File: src/rtl/ldpc_iter_ctrl.sv
// Iteration controller for the flooding LDPC decoder: LLR load, CNU/VNU phase sequencing,
// parity check and hard-decision output. Optional macro EARLY_TERM_EN enables stop on syn_ok.
module ldpc_iter_ctrl #(
  parameter int data_w   = 8,
  parameter int R        = 5,
  parameter int C        = 3,
  parameter int D        = 8,
  parameter int MAX_ITER = 10,
  parameter int ITER_W   = 4,
  parameter int CNU_LAT  = 2,
  parameter int VNU_LAT  = 2,
  parameter int AW       = 6
) (
  input  logic              clk,
  input  logic              rst,
  input  logic              in_valid,
  output logic              in_ready,
  input  logic [data_w-1:0] in_llr,
  output logic              llr_we,
  output logic [AW-1:0]     llr_addr,
  output logic [data_w-1:0] llr_wdata,
  output logic              msg_clr,
  output logic              cnu_en,
  output logic              vnu_en,
  input  logic [R*D-1:0]    dec,
  input  logic              syn_ok,
  output logic              out_valid,
  input  logic              out_ready,
  output logic [R*D-1:0]    out_bits,
  output logic [ITER_W-1:0] out_iter,
  output logic              out_conv,
  output logic              busy
);

  localparam int N       = R * D;
  localparam int LAT_MAX = (CNU_LAT > VNU_LAT) ? CNU_LAT : VNU_LAT;
  localparam int PH_W    = (LAT_MAX > 1) ? $clog2(LAT_MAX) : 1;

  if (C < 1 || CNU_LAT < 1 || VNU_LAT < 1 || MAX_ITER < 1 ||
      MAX_ITER > (2 ** ITER_W) - 1 || (2 ** AW) < N) begin : g_bad_param
    $error("ldpc_iter_ctrl: illegal parameter set");
  end

  typedef enum logic [2:0] {
    S_IDLE  = 3'd0,
    S_LOAD  = 3'd1,
    S_CNU   = 3'd2,
    S_VNU   = 3'd3,
    S_CHECK = 3'd4,
    S_OUT   = 3'd5
  } state_t;

  state_t            state_q, state_d;
  logic [AW-1:0]     ld_cnt_q, ld_cnt_d;
  logic [PH_W-1:0]   ph_cnt_q, ph_cnt_d;
  logic [ITER_W-1:0] iter_q, iter_d;
  logic [N-1:0]      out_bits_q, out_bits_d;
  logic [ITER_W-1:0] out_iter_q, out_iter_d;
  logic              out_conv_q, out_conv_d;
  logic              accept_s;

  // A beat held during reset is not written; the reset edge discards it.
  assign in_ready  = (state_q == S_IDLE) || (state_q == S_LOAD);
  assign accept_s  = in_valid && in_ready && rst;
  assign llr_we    = accept_s;
  assign llr_addr  = ld_cnt_q;
  assign llr_wdata = accept_s ? in_llr : {data_w{1'b0}};
  assign msg_clr   = accept_s && (state_q == S_IDLE);
  assign cnu_en    = (state_q == S_CNU);
  assign vnu_en    = (state_q == S_VNU);
  assign out_valid = (state_q == S_OUT);
  assign busy      = (state_q != S_IDLE);
  assign out_bits  = out_bits_q;
  assign out_iter  = out_iter_q;
  assign out_conv  = out_conv_q;

  // Next-state and counter update logic.
  always_comb begin
    state_d    = state_q;
    ld_cnt_d   = ld_cnt_q;
    ph_cnt_d   = ph_cnt_q;
    iter_d     = iter_q;
    out_bits_d = out_bits_q;
    out_iter_d = out_iter_q;
    out_conv_d = out_conv_q;
    case (state_q)
      S_IDLE: begin
        if (accept_s) begin
          if (N == 1) begin
            state_d  = S_CNU;
            ld_cnt_d = AW'(0);
            ph_cnt_d = PH_W'(0);
            iter_d   = ITER_W'(1);
          end else begin
            state_d  = S_LOAD;
            ld_cnt_d = AW'(1);
          end
        end else begin
          state_d = S_IDLE;
        end
      end
      S_LOAD: begin
        if (accept_s) begin
          if (ld_cnt_q == AW'(N - 1)) begin
            state_d  = S_CNU;
            ld_cnt_d = AW'(0);
            ph_cnt_d = PH_W'(0);
            iter_d   = ITER_W'(1);
          end else begin
            ld_cnt_d = ld_cnt_q + AW'(1);
          end
        end else begin
          ld_cnt_d = ld_cnt_q;
        end
      end
      S_CNU: begin
        if (ph_cnt_q == PH_W'(CNU_LAT - 1)) begin
          state_d  = S_VNU;
          ph_cnt_d = PH_W'(0);
        end else begin
          ph_cnt_d = ph_cnt_q + PH_W'(1);
        end
      end
      S_VNU: begin
        if (ph_cnt_q == PH_W'(VNU_LAT - 1)) begin
          state_d  = S_CHECK;
          ph_cnt_d = PH_W'(0);
        end else begin
          ph_cnt_d = ph_cnt_q + PH_W'(1);
        end
      end
      S_CHECK: begin
        out_bits_d = dec;
        out_iter_d = iter_q;
`ifdef EARLY_TERM_EN
        if (syn_ok) begin
          out_conv_d = 1'b1;
          state_d    = S_OUT;
        end else if (iter_q == ITER_W'(MAX_ITER)) begin
          out_conv_d = 1'b0;
          state_d    = S_OUT;
        end else begin
          iter_d  = iter_q + ITER_W'(1);
          state_d = S_CNU;
        end
`else
        if (iter_q == ITER_W'(MAX_ITER)) begin
          out_conv_d = syn_ok;
          state_d    = S_OUT;
        end else begin
          iter_d  = iter_q + ITER_W'(1);
          state_d = S_CNU;
        end
`endif
      end
      S_OUT: begin
        if (out_ready) begin
          state_d = S_IDLE;
          iter_d  = ITER_W'(0);
        end else begin
          state_d = S_OUT;
        end
      end
      default: begin
        state_d  = S_IDLE;
        ld_cnt_d = AW'(0);
        ph_cnt_d = PH_W'(0);
        iter_d   = ITER_W'(0);
      end
    endcase
  end

  // State and output registers with synchronous active-low reset.
  always_ff @(posedge clk) begin
    if (!rst) begin
      state_q    <= S_IDLE;
      ld_cnt_q   <= AW'(0);
      ph_cnt_q   <= PH_W'(0);
      iter_q     <= ITER_W'(0);
      out_bits_q <= {N{1'b0}};
      out_iter_q <= ITER_W'(0);
      out_conv_q <= 1'b0;
    end else begin
      state_q    <= state_d;
      ld_cnt_q   <= ld_cnt_d;
      ph_cnt_q   <= ph_cnt_d;
      iter_q     <= iter_d;
      out_bits_q <= out_bits_d;
      out_iter_q <= out_iter_d;
      out_conv_q <= out_conv_d;
    end
  end

endmodule

File: config.mk
export PLATFORM = sky130hd
export DESIGN_NAME = ldpc_iter_ctrl
export DESIGN_NICKNAME = d
export VERILOG_FILES = /design/src/rtl/ldpc_iter_ctrl.sv
export SDC_FILE = /design/constraint.sdc
export NUM_CORES = 1
export LEC_CHECK = 0
export CAP_MARGIN = 20
export CORE_ASPECT_RATIO = 0.7
export CORE_MARGIN = 2
export CORE_UTILIZATION = 45
export DETAILED_ROUTE_END_ITERATION = 8
export PLACE_DENSITY = 0.92
export SETUP_SLACK_MARGIN = 0.05
export SLEW_MARGIN = 20
export SYNTH_ARGS = -nofsm -noshare
export SYNTH_HDL_FRONTEND = slang
export SYNTH_SLANG_ARGS = --single-unit
File: constraint.sdc
create_clock -name clk -period 3.4 [get_ports clk]
set_input_delay 0.85 -clock clk [delete_from_list [all_inputs] [get_ports clk]]
set_output_delay 0.85 -clock clk [all_outputs]
set_load 0.01 [all_outputs]
Yosys cells after proc, flatten, opt, wreduce, memory -nomap -nowiden
Cells that the tools add are included.
{"block": "word_totals", "register_bits": 59, "ram_bits": 0, "in_bits": 53, "out_inout_bits": 66, "latch_bits": 0, "n_memories": 0, "word_cells": 64, "rom_bits": 0}
{"block": "classes", "n_div": 0, "n_reduce_logical": 15, "n_bitwise": 3, "n_lt_le_gt_ge": 0, "mul": 0, "shift": 0, "eq_ne": 14, "n_addsub": 3, "mux": 22}
{"cell": "2-to-1 mux 3 bit", "n": 6}
{"cell": "2-to-1 mux 6 bit", "n": 3}
{"cell": "case mux 3 bit (6 select lines)", "n": 1}
{"cell": "case mux 6 bit (3 select lines)", "n": 1}
{"cell": "2-to-1 mux 4 bit", "n": 4}
{"cell": "case mux 4 bit (4 select lines)", "n": 1}
{"cell": "2-to-1 mux 8 bit", "n": 1}
{"cell": "inequality test 2 x 1 -> 1 bit (second input constant)", "n": 4}
{"cell": "adder 6 x 1 -> 6 bit (second input constant)", "n": 1}
{"cell": "== test 3 x 2 -> 1 bit (second input constant)", "n": 2}
{"cell": "== test 3 bit (second input constant)", "n": 2}
{"cell": "== test 6 bit (second input constant)", "n": 1}
{"cell": "inequality test 2 bit (second input constant)", "n": 3}
{"cell": "AND reduction 3 bit", "n": 2}
{"cell": "OR reduction 3 bit", "n": 2}
{"cell": "AND reduction 5 bit", "n": 1}
{"cell": "adder 4 x 1 -> 4 bit (second input constant)", "n": 1}
{"cell": "== test 4 bit (second input constant)", "n": 1}
{"cell": "2-to-1 mux 1 bit", "n": 4}
{"cell": "AND reduction 4 bit", "n": 1}
{"cell": "OR reduction 4 bit", "n": 1}
{"cell": "== test 3 x 1 -> 1 bit (second input constant)", "n": 1}
{"cell": "logical AND 1 bit", "n": 3}
{"cell": "zero test 3 bit", "n": 1}
{"cell": "other kinds (7)", "n": 9}

Logic depth before layout (Yosys ltp)
Gate-level depths: netlist of run 1.
{"block": "logic_depth", "ltp_word": 6, "ltp_mapped": 6, "depth_no_buf": 6}

Worst setup path before layout of run 1
Ideal clock, no wire load.
{"block": "synth_timing", "path_type": "input -> output", "from": "input port rst", "to": "output port llr_wdata[0]", "setup_slack_ns": 1.075, "t_required_ns": 2.550, "cell_stages": 3, "t_arrival_ns": 1.475, "n_path_buf": 0, "cell_sequence": "nand4bb_1 inv_1 and2_1"}
{"block": "synth_via", "elab_chain_len": 2}
{"element": "start, declared", "line_no": "15", "rtl": "input logic rst,"}
{"element": "logical AND 1 bit", "line_no": "64", "rtl": "assign accept_s = in_valid && in_ready && rst;"}
{"element": "named net llr_we", "line_no": "19", "rtl": "output logic llr_we,"}
{"element": "2-to-1 mux 8 bit", "line_no": "67", "rtl": "assign llr_wdata = accept_s ? in_llr : {data_w{1'b0}};"}
{"element": "end, declared", "line_no": "21", "rtl": "output logic [data_w-1:0] llr_wdata,"}
The timed path passes the listed nets, and every way through them passes these cells.

Worst setup path after layout of run 1
{"block": "layout_timing", "from": "input port in_valid", "to": "output port llr_wdata[7]"}
{"block": "layout_via", "elab_chain_len": 3}
{"element": "start, declared", "line_no": "16", "rtl": "input logic in_valid,"}
{"element": "logical AND 1 bit (2 in a row)", "line_no": "64"}
{"element": "2-to-1 mux 8 bit", "line_no": "67"}
Every way passes these cells.

==> results.json, run 1 <==
{
  "min_path_type": "flop to flop",
  "finalSetupTns_ps": 0,
  "pwr-share-clk": 0.320,
  "p_leak_nw": 1.42,
  "cpMostUsedCell": "clkdlybuf4s50_1",
  "cts_tree": "yes",
  "cp-endpoint": "llr_wdata[7]",
  "path_depth": 5,
  "ctsHoldBuffers": 0,
  "r2r_setup_slack_ps": 1260,
  "hold_viol": 0,
  "holdWs_ps": 460,
  "cap_violations": 0,
  "port_buffers": 118,
  "fmax_mhz": 310,
  "critPathCaptureType": "output pin",
  "antenna_found_initial": 0,
  "hpwlAfterDp_um": 5110,
  "drt-pass1-iter-count": 4,
  "fp.dieW_um": 95.2,
  "rows": 23,
  "synth.top_cell.area_share": 0.451,
  "grt-ovfl-total": 0,
  "fin_ws_ps": 177,
  "synth-edff-count": 0,
  "arrival_ps": 2370,
  "drt_iter0_markers": 153,
  "stdcell_count": 513,
  "rsz0062_at_grt": "false",
  "crit_family": "buffers and inverters",
  "reg2reg_to": "out_bits[18]",
  "fill_cells": 454,
  "h-tree-depth": 3,
  "ios": 119,
  "viasPerCell": 4.99,
  "wl_per_cell_um": 13.5,
  "dp_cells": 497,
  "cp-start-kind": "primary input",
  "ys_ff_latch": 59,
  "critPathKind": "primary input to output pin",
  "timing.rr.start": "state_q[2]",
  "p_switching_uw": 485,
  "cts_root_buffer": "clkbuf_8",
  "p_per_area_nw_per_um2": 422,
  "final_antenna_net_count": 0,
  "power.internal_mw": 1.22,
  "start_util": 0.462,
  "finalSetupViolCount": 0,
  "p_sw_frac": 0.285,
  "critical_path_buf_inv_count": 3,
  "synth.area.top_cells": "dfxtp_1 45%, nand2_1 14%, a21boi_0 13%",
  "synth_top_area_cell": "dfxtp_1",
  "synth_fp_nets": 371,
  "fin_crit_sh": 0.948,
  "grtUsageTotal": 0.217,
  "cp-startpoint": "in_valid",
  "die-area_um2": 6460,
  "cpMaxStageDelayCell": "clkdlybuf4s50_1",
  "ys_warn_count": 0,
  "coreArea_um2": 5670,
  "slowest_delay_ps": 540,
  "comb_power_share": 0.234,
  "cp.required_ps": 2550,
  "vdd.ir_drop.worst_mv": 0.296,
  "status": "completed",
  "skew_ps": 10.2,
  "syn_area_um2": 2620,
  "post-route-drc-count": 0,
  "num_antenna_cells": 0,
  "insertion_delay_ps": 330,
  "dp_slack_ps": 115,
  "netlist-cell-type-count": 44,
  "worstMarginPinSlew_ps": 942,
  "slew_headroom": 0.371,
  "reg2reg_depth": 5,
  "grt_pass1_vias": 2405,
  "ff_latch_area_um2": 1180,
  "grt_max_degree": 36,
  "syn_avg_cell_area_um2": 8.32,
  "nets": 489,
  "ys_seq_area_frac": 0.451,
  "clkTransAtPathRegs_ps": 60,
  "drive_above_1_share": 0.0731,
  "seq_power_share": 0.447,
  "syn_inst": 315,
  "cts_buffer_depth": 2,
  "period_minus_slack_ps": 3220,
  "crit_chain": "clkdlybuf4s50_1 -> nand4bb_1 -> inv_2 -> and2_1 -> clkdlybuf4s50_1",
  "clock_sinks": 59,
  "cts_made_buffers": 9,
  "place_congestion": 0.912,
  "num_vias": 2558,
  "wirelength_um": 6910,
  "grt_pass1_wl_um": 10800,
  "die_y_um": 67.8,
  "cp_max_fo": 10,
  "multi_input_area_um2": 1330,
  "async_reset_ff_frac": 0,
  "area_delta_synth_final_pct": 53.9,
  "drv_slew": 0,
  "synth_ff_type": "dfxtp_1"
}
==> cells by family after synthesis <==
group / Yosys count / share of synthesized area
simple gates: 146 / 0.256
compound gates: 79 / 0.220
flops: 59 / 0.451
buf+inv: 24 / 0.0449
xor+xnor: 3 / 0.0100
fa+ha+maj: 3 / 0.0143
mux: 1 / 0.00382
==> final cells by class <==
type,count,area share
clock buffers,11,0.0351
clock inverters,5,0.00714
inverters,4,0.00372
multi-input cells,232,0.329
flip-flops and latches,59,0.293
well taps,75,0.0233
repair buffers,127,0.309
==> worst min-delay path by stage <==
| stage | to | cells after the start | start | slack (ps) |
|---|---|---|---|---|
| 2_1_floorplan | iter_q[3] | 1 | iter_q[3] | 460 |
| 3_3_place_gp | out_bits[32] | 2 | out_bits[32] | 440 |
| 3_5_place_dp | out_bits[31] | 2 | out_bits[31] | 450 |
| 4_1_cts | out_bits[31] | 2 | out_bits[31] | 460 |
| 5_1_grt | out_bits[36] | 2 | out_bits[36] | 480 |
| 6_report | out_bits[9] | 2 | out_bits[9] | 460 |
==> per-stage QoR <==
| stage | cell area [µm²] | util | total power, mW |
|---|---|---|---|
| floorplan | 2620 | - | 0.978 |
| global placement | 3860 | 0.681 | 1.16 |
| detailed placement | 3860 | 0.681 | 1.17 |
| CTS | 4030 | 0.711 | 1.71 |
| global route | 4030 | 0.711 | 1.79 |
| finish | 4030 | 0.711 | 1.70 |
==> per-layer routing <==
layer | vias to the layer above | track usage | wire [µm] | part of all wire
li1 | 1293 | - | - | -
met5 | - | 0 | 0 | 0
met2 | 73 | 0.370 | 3270 | 0.47
met4 | 0 | 0.0688 | 79 | 0.011
met3 | 10 | 0.0727 | 477 | 0.069
met1 | 1182 | 0.261 | 3090 | 0.45
==> Yosys cell counts (2+ instances only) <==
| cell type | count |
|---|---|
| o21ai_0 | 7 |
| o311ai_0 | 2 |
| nor2b_1 | 2 |
| clkbuf_1 | 9 |
| dfxtp_1 | 59 |
| a31oi_1 | 2 |
| buf_2 | 7 |
| buf_4 | 3 |
| xnor2_1 | 3 |
| a21o_1 | 2 |
| a21boi_0 | 45 |
| nand2_1 | 101 |
| o211a_1 | 2 |
| nand2b_1 | 2 |
| nand3_1 | 5 |
| and3b_1 | 2 |
| a21boi_1 | 3 |
| and2_1 | 11 |
| a21oi_1 | 6 |
| ha_1 | 3 |
| a31o_2 | 2 |
| inv_1 | 4 |
| nor2_1 | 9 |
| nand3b_1 | 4 |
==> worst reg2reg max path, cell delays in order (launching register included) <==
cell      delay, ps
dfxtp_1         440
buf_4           220
nor3b_4         800
buf_4           340
nand2_1          70
a21boi_0        190
==> what timing repair did <==
action                     4_1_cts  5_1_grt
setup buffers                    0        0
gates resized for setup          0        1
setup endpoints to repair        0        8
==> state kept, by name (all words and copies together), names as in the netlist <==
register / count
out_bits: 40
llr_addr: 6
iter_q: 4
out_iter: 4
state_q: 3
out_conv: 1
ph_cnt_q: 1
==> power by group through the flow <==
stage               Combinational [mW]  Sequential, mW  Clock (mW)
finish                           0.398           0.761       0.544
global route                     0.431           0.765       0.592
CTS                              0.396           0.760       0.556
detailed placement               0.391           0.775           0
global placement                 0.382           0.774           0
floorplan                        0.219           0.760           0
==> placed cells by master, fill, tap and decap left out, drive strengths merged, types with 3 or more instances in the layout <==
| cell | netlist | final |
|---|---|---|
| dfxtp | 59 | 59 |
| clkdlybuf4s50 | 0 | 117 |
| nand3b | 4 | 4 |
| inv | 4 | 4 |
| nor2 | 9 | 9 |
| ha | 3 | 3 |
| o21ai | 7 | 7 |
| clkinv | 0 | 5 |
| nand3 | 5 | 5 |
| and2 | 11 | 11 |
| nand2 | 101 | 101 |
| a21oi | 6 | 6 |
| or3b | 3 | 3 |
| buf | 11 | 10 |
| a21boi | 48 | 48 |
| xnor2 | 3 | 3 |
| clkbuf | 9 | 11 |
Power figures use the tool's default switching activity.
==> run 2: changes to the inputs <==
- CORE_MARGIN: 2 -> 1.5
==> run 2 against run 1 <==
  * Worst setup slack lost 37 ps
  * Non-clock buffer count stayed put
  * Clock skew fell by 3.8 ps
  * Critical path depth did not move
  * Via count is 1.1% higher
  * Sequential share of layout area down 0.23 points
  * Die area down 2.5%
  * Final cell count unchanged
  * Worst hold slack better by 0.66 ps
  * Register-to-register slack gained 120 ps
  * First-iteration DRC count decreased by 20%
  * Flip-flop and latch count stayed put
==> results.json, run 2 (synthesis results as in run 1) <==
{
  "hold_path_depth": 2,
  "power.internal_mw": 1.30,
  "ctsHoldBuffers": 0,
  "cp.required_ps": 2550,
  "cts_made_buffers": 9,
  "start_util": 0.462,
  "grt_max_degree": 38,
  "clock_sinks": 59,
  "critPathKind": "primary input to output pin",
  "hpwlAfterDp_um": 5270,
  "ios": 119,
  "p_switching_uw": 497,
  "dp_slack_ps": 85.2,
  "power.total_mw": 1.79,
  "pwr-share-clk": 0.355,
  "most-common-layout-cells": "117 x clkdlybuf4s50_1, 101 x nand2_1, 59 x dfxtp_1",
  "seq_power_share": 0.425,
  "cpMaxStageDelayCell": "clkdlybuf4s50_1",
  "arrival_ps": 2410,
  "rsz0062_at_grt": "false",
  "insertion_delay_ps": 330,
  "die_y_um": 66.8,
  "finalSetupTns_ps": 0,
  "fp.dieW_um": 94.2,
  "cap_violations": 0,
  "die-area_um2": 6300,
  "min_from": "out_conv",
  "skew_ps": 6.44,
  "place_congestion": 0.916,
  "grt_pass1_wl_um": 10700,
  "drv_slew": 0,
  "layout_commonest_cell": "clkdlybuf4s50_1",
  "coreArea_um2": 5670,
  "drive_above_1_share": 0.0753,
  "fill_cells": 448,
  "rows": 23,
  "min_to": "out_conv",
  "drt-pass1-iter-count": 4,
  "antenna_found_initial": 0,
  "p_per_area_nw_per_um2": 441,
  "crit_chain": "clkdlybuf4s50_1 -> nand4bb_1 -> inv_2 -> and2_1 -> clkdlybuf4s50_1",
  "fin_crit_sh": 0.959,
  "largest_reg_flops": 40,
  "post-route-util": 0.717,
  "critPathCaptureType": "output pin",
  "cp_max_fo": 10,
  "finalSetupViolCount": 0,
  "p_leak_nw": 1.42,
  "hold_viol": 0,
  "fmax_mhz": 307,
  "min_path_type": "flop to flop",
  "reg2reg_depth": 4,
  "drt_iter0_markers": 123,
  "final_antenna_net_count": 0,
  "num_vias": 2586,
  "grt-ovfl-total": 0,
  "worstMarginPinSlew_ps": 777,
  "comb_power_share": 0.220,
  "area_delta_synth_final_pct": 55.1,
  "wl_per_cell_um": 13.7,
  "reg2reg_to": "out_bits[15]",
  "cp-start-kind": "primary input",
  "port_buffers": 118,
  "cts_buffer_depth": 2,
  "grt_pass1_vias": 2287,
  "h-tree-depth": 3,
  "vdd.ir_drop.worst_mv": 0.355,
  "r2r_setup_slack_ps": 1380,
  "wirelength_um": 7050,
  "cts_root_buffer": "clkbuf_8",
  "cpMostUsedCell": "clkdlybuf4s50_1",
  "period_minus_slack_ps": 3260,
  "critical_path_buf_inv_count": 3,
  "cts_tree": "yes",
  "fin_ws_ps": 140,
  "status": "completed",
  "p_sw_frac": 0.277,
  "nets": 489,
  "grtUsageTotal": 0.220,
  "path_depth": 5,
  "crit_family": "buffers and inverters",
  "timing.rr.start": "state_q[0]",
  "cp-startpoint": "in_valid",
  "num_antenna_cells": 0,
  "viasPerCell": 5.04,
  "post-route-drc-count": 0,
  "clkTransAtPathRegs_ps": 70,
  "slowest_delay_ps": 550,
  "slew_headroom": 0.482
}
-- run 2: cell count changes in the layout (fill, tap and decap cells not counted) --
cell,delta
clkinvlp_4,+2
bufinv_16,+1
clkbuf_1,-1
inv_6,+1
clkinv_2,-2
clkinv_4,-1
-- run 2: worst register-to-register path, stage by stage (launching register included) --
cell and delay (ps):
dfxtp_1 580, or3b_1 700, buf_4 340, nand2_1 80, a21boi_0 220
-- run 2: what timing repair did --
action / CTS / global route
buffers inserted: 0 / 0
endpoints found under the setup margin: 0 / 8
gates resized for setup: 0 / 1
-- run 2: layout make-up --
| type | count | area (µm²) | area share |
|---|---|---|---|
| inverter | 4 | 15.0 | 0.00370 |
| multi-input combinational | 232 | 1330 | 0.327 |
| sequential | 59 | 1180 | 0.291 |
| timing repair buffer | 127 | 1240 | 0.306 |
| clock inverter | 6 | 63.8 | 0.0157 |
| tap | 75 | 93.8 | 0.0231 |
| clock buffer | 10 | 138 | 0.0339 |
-- run 2: power groups by stage --
stage / clock network, mW / logic, mW / registers (mW)
6_report: 0.636 / 0.395 / 0.761
5_1_grt: 0.681 / 0.423 / 0.765
4_1_cts: 0.647 / 0.394 / 0.760
3_5_place_dp: 0 / 0.392 / 0.775
3_3_place_gp: 0 / 0.383 / 0.774
2_1_floorplan: 0 / 0.219 / 0.760
-- run 2: worst max path at each step --
| stage | to | slack, ps |
|---|---|---|
| after floorplan | llr_wdata[0] | 1080 |
| after global placement | llr_wdata[7] | 200 |
| after detailed placement | llr_wdata[2] | 90 |
| after CTS | llr_wdata[2] | 80 |
| after global routing | llr_wdata[2] | 70 |
| final | llr_wdata[5] | 140 |
-- run 2: metal layers --
layer  global-route usage  wire length, µm  part of all wire  vias to the layer above
li1                     -                -                 -                     1296
met1                0.271             3090              0.44                     1187
met2                0.373             3470              0.49                       96
met3               0.0616              420             0.060                        7
met4               0.0690               68            0.0096                        0
met5                    0                0                 0                        -
-- run 2: through the flow --
stage | instances | area (µm²) | hold WS, ps
after floorplan | 315 | 2620 | 457
after global placement | 497 | 3860 | 441
after detailed placement | 497 | 3860 | 456
after CTS | 513 | 4060 | 465
after global routing | 513 | 4060 | 480
final | 513 | 4060 | 461
==> run 3: changes to the inputs <==
--- a/config.mk
+++ b/config.mk
@@ -12,5 +12,7 @@
 export DETAILED_ROUTE_END_ITERATION = 8
 export PLACE_DENSITY = 0.92
+export RECOVER_POWER = 50
 export SETUP_SLACK_MARGIN = 0.05
+export SKIP_CTS_REPAIR_TIMING = 1
 export SLEW_MARGIN = 20
 export SYNTH_ARGS = -nofsm -noshare
==> constraint.sdc (replaced) <==
create_clock -name clk -period 3.4 [get_ports clk]
set_input_delay 0.68 -clock clk [delete_from_list [all_inputs] [get_ports clk]]
set_output_delay 0.68 -clock clk [all_outputs]
set_load 0.01 [all_outputs]
==> run 3 against run 2 <==
  * The run now ends with capacitance limit, slew limit left
  * Worst hold slack worse by 4.8 ps
  * Combinational power is 4% lower
  * Sequential share of layout area is 0.56 points higher
  * Flip-flop and latch count stayed put
  * Clock power is 20% lower
  * Final cell count is 0.58% lower
  * Global-route usage is 0.88 points lower
  * Design area is 1.9% lower
  * Wire length is 7.5% lower
  * Critical endpoint is now llr_wdata[4]
  * Largest cell class unchanged
  * Highest routed layer unchanged
==> results.json, run 3 (synthesis results as in run 1) <==
{
  "p_sw_frac": 0.279,
  "busiest_layer": "met2",
  "fp.dieW_um": 94.2,
  "h-tree-depth": 3,
  "num_vias": 2512,
  "clock_sinks": 59,
  "antenna_found_initial": 0,
  "port_buffers": 118,
  "grt_pass1_vias": 2341,
  "violations": "capacitance limit, slew limit",
  "status": "finished with violations",
  "hold_path_depth": 2,
  "grtUsageTotal": 0.211,
  "die_y_um": 66.8,
  "gr-usage-met3": 0.0594,
  "power.internal_mw": 1.18,
  "cp_max_fo": 10,
  "area_delta_synth_final_pct": 52.1,
  "arrival_ps": 2460,
  "viasPerCell": 4.93,
  "layout_commonest_cell": "nand2_1",
  "rsz0062_at_grt": "false",
  "min_path_type": "flop to flop",
  "place_congestion": 0.869,
  "nets": 487,
  "grt_max_degree": 37,
  "cp.required_ps": 2720,
  "start_util": 0.462,
  "fill_cells": 444,
  "grt_pass1_wl_um": 10300,
  "finalSetupTns_ps": 0,
  "die-area_um2": 6300,
  "drive_above_1_share": 0.0598,
  "final_antenna_net_count": 0,
  "hold_viol": 0,
  "use_met2": 0.348,
  "post-route-drc-count": 0,
  "critPathCaptureType": "output pin",
  "fmax_mhz": 318,
  "cts_tree": "yes",
  "p_switching_uw": 459,
  "worstMarginPinSlew_ps": 1900,
  "skew_ps": 6.78,
  "dp_slack_ps": 245,
  "p_per_area_nw_per_um2": 412,
  "ios": 119,
  "reg2reg_depth": 6,
  "cap_violations": 1,
  "wirelength_um": 6520,
  "period_minus_slack_ps": 3140,
  "fin_ws_ps": 255,
  "p_leak_nw": 1.55,
  "seq_power_share": 0.457,
  "num_antenna_cells": 0,
  "finalSetupViolCount": 0,
  "wl_per_cell_um": 12.8,
  "hpwlAfterDp_um": 4860,
  "use_met1": 0.258,
  "most-common-layout-cells": "101 x nand2_1, 73 x clkdlybuf4s50_1, 59 x dfxtp_1",
  "fin_crit_sh": 0.925,
  "clkTransAtPathRegs_ps": 60,
  "coreArea_um2": 5670,
  "cts_buffer_depth": 2,
  "grt-ovfl-total": 0,
  "cts_root_buffer": "clkbuf_8",
  "largest_reg_flops": 40,
  "slew_headroom": -0.268,
  "drv_slew": 18,
  "drt-pass1-iter-count": 4,
  "rows": 23,
  "critPathKind": "primary input to output pin",
  "vdd.ir_drop.worst_mv": 0.317,
  "drt_iter0_markers": 207,
  "cts_made_buffers": 9,
  "power.total_mw": 1.64,
  "pwr-share-clk": 0.311,
  "comb_power_share": 0.232,
  "insertion_delay_ps": 320,
  "cp-start-kind": "primary input"
}
[run 3: changes by cell type in the layout (fill, tap and decap cells not counted), sizes merged, moves of 2 or more]
cell           delta
dlygate4sd3      +44
buf               -4
clkinv            +2
clkbuf            +2
clkdlybuf4s50    -44
[run 3: per-stage QoR]
stage | util | std cells | hold WS (ps) | instance area [µm²]
final | 0.703 | 510 | 456 | 3990
after global routing | 0.703 | 510 | 482 | 3990
after CTS | 0.706 | 510 | 463 | 4010
after detailed placement | 0.678 | 495 | 455 | 3850
after global placement | 0.678 | 495 | 440 | 3850
after floorplan | - | 315 | 457 | 2620
[run 3: area by class of cell]
class	count	area (µm²)	area share
clock buffer	10	128	0.0320
clock inverter	5	31.3	0.00785
inverter	4	15.0	0.00377
multi-input combinational	232	1310	0.330
sequential	59	1180	0.296
tap	75	93.8	0.0235
timing repair buffer	125	1220	0.307
[run 3: worst paths after layout]
check                from  slack (ps)           end
max              in_valid         260  llr_wdata[4]
min          out_bits[15]         460  out_bits[15]
max reg2reg    state_q[2]         460     iter_q[2]
min reg2reg  out_bits[15]         460  out_bits[15]
[run 3: critical path, stage by stage]
cell and delay [ps]:
clkdlybuf4s50_1 530, nand4bb_1 270, inv_1 280, and2_1 170, clkdlybuf4s50_1 530
[run 3: per-layer routing]
metal / up-vias / share of wire
met5: - / 0
met4: 0 / 0.013
met3: 6 / 0.068
met2: 87 / 0.47
met1: 1129 / 0.45
li1: 1290 / -
[run 3: power groups by stage]
stage / Sequential (mW) / Clock (mW) / Combinational (mW)
2_1_floorplan: 0.760 / 0 / 0.219
3_3_place_gp: 0.767 / 0 / 0.386
3_5_place_dp: 0.767 / 0 / 0.391
4_1_cts: 0.753 / 0.528 / 0.392
5_1_grt: 0.756 / 0.563 / 0.415
6_report: 0.750 / 0.511 / 0.380
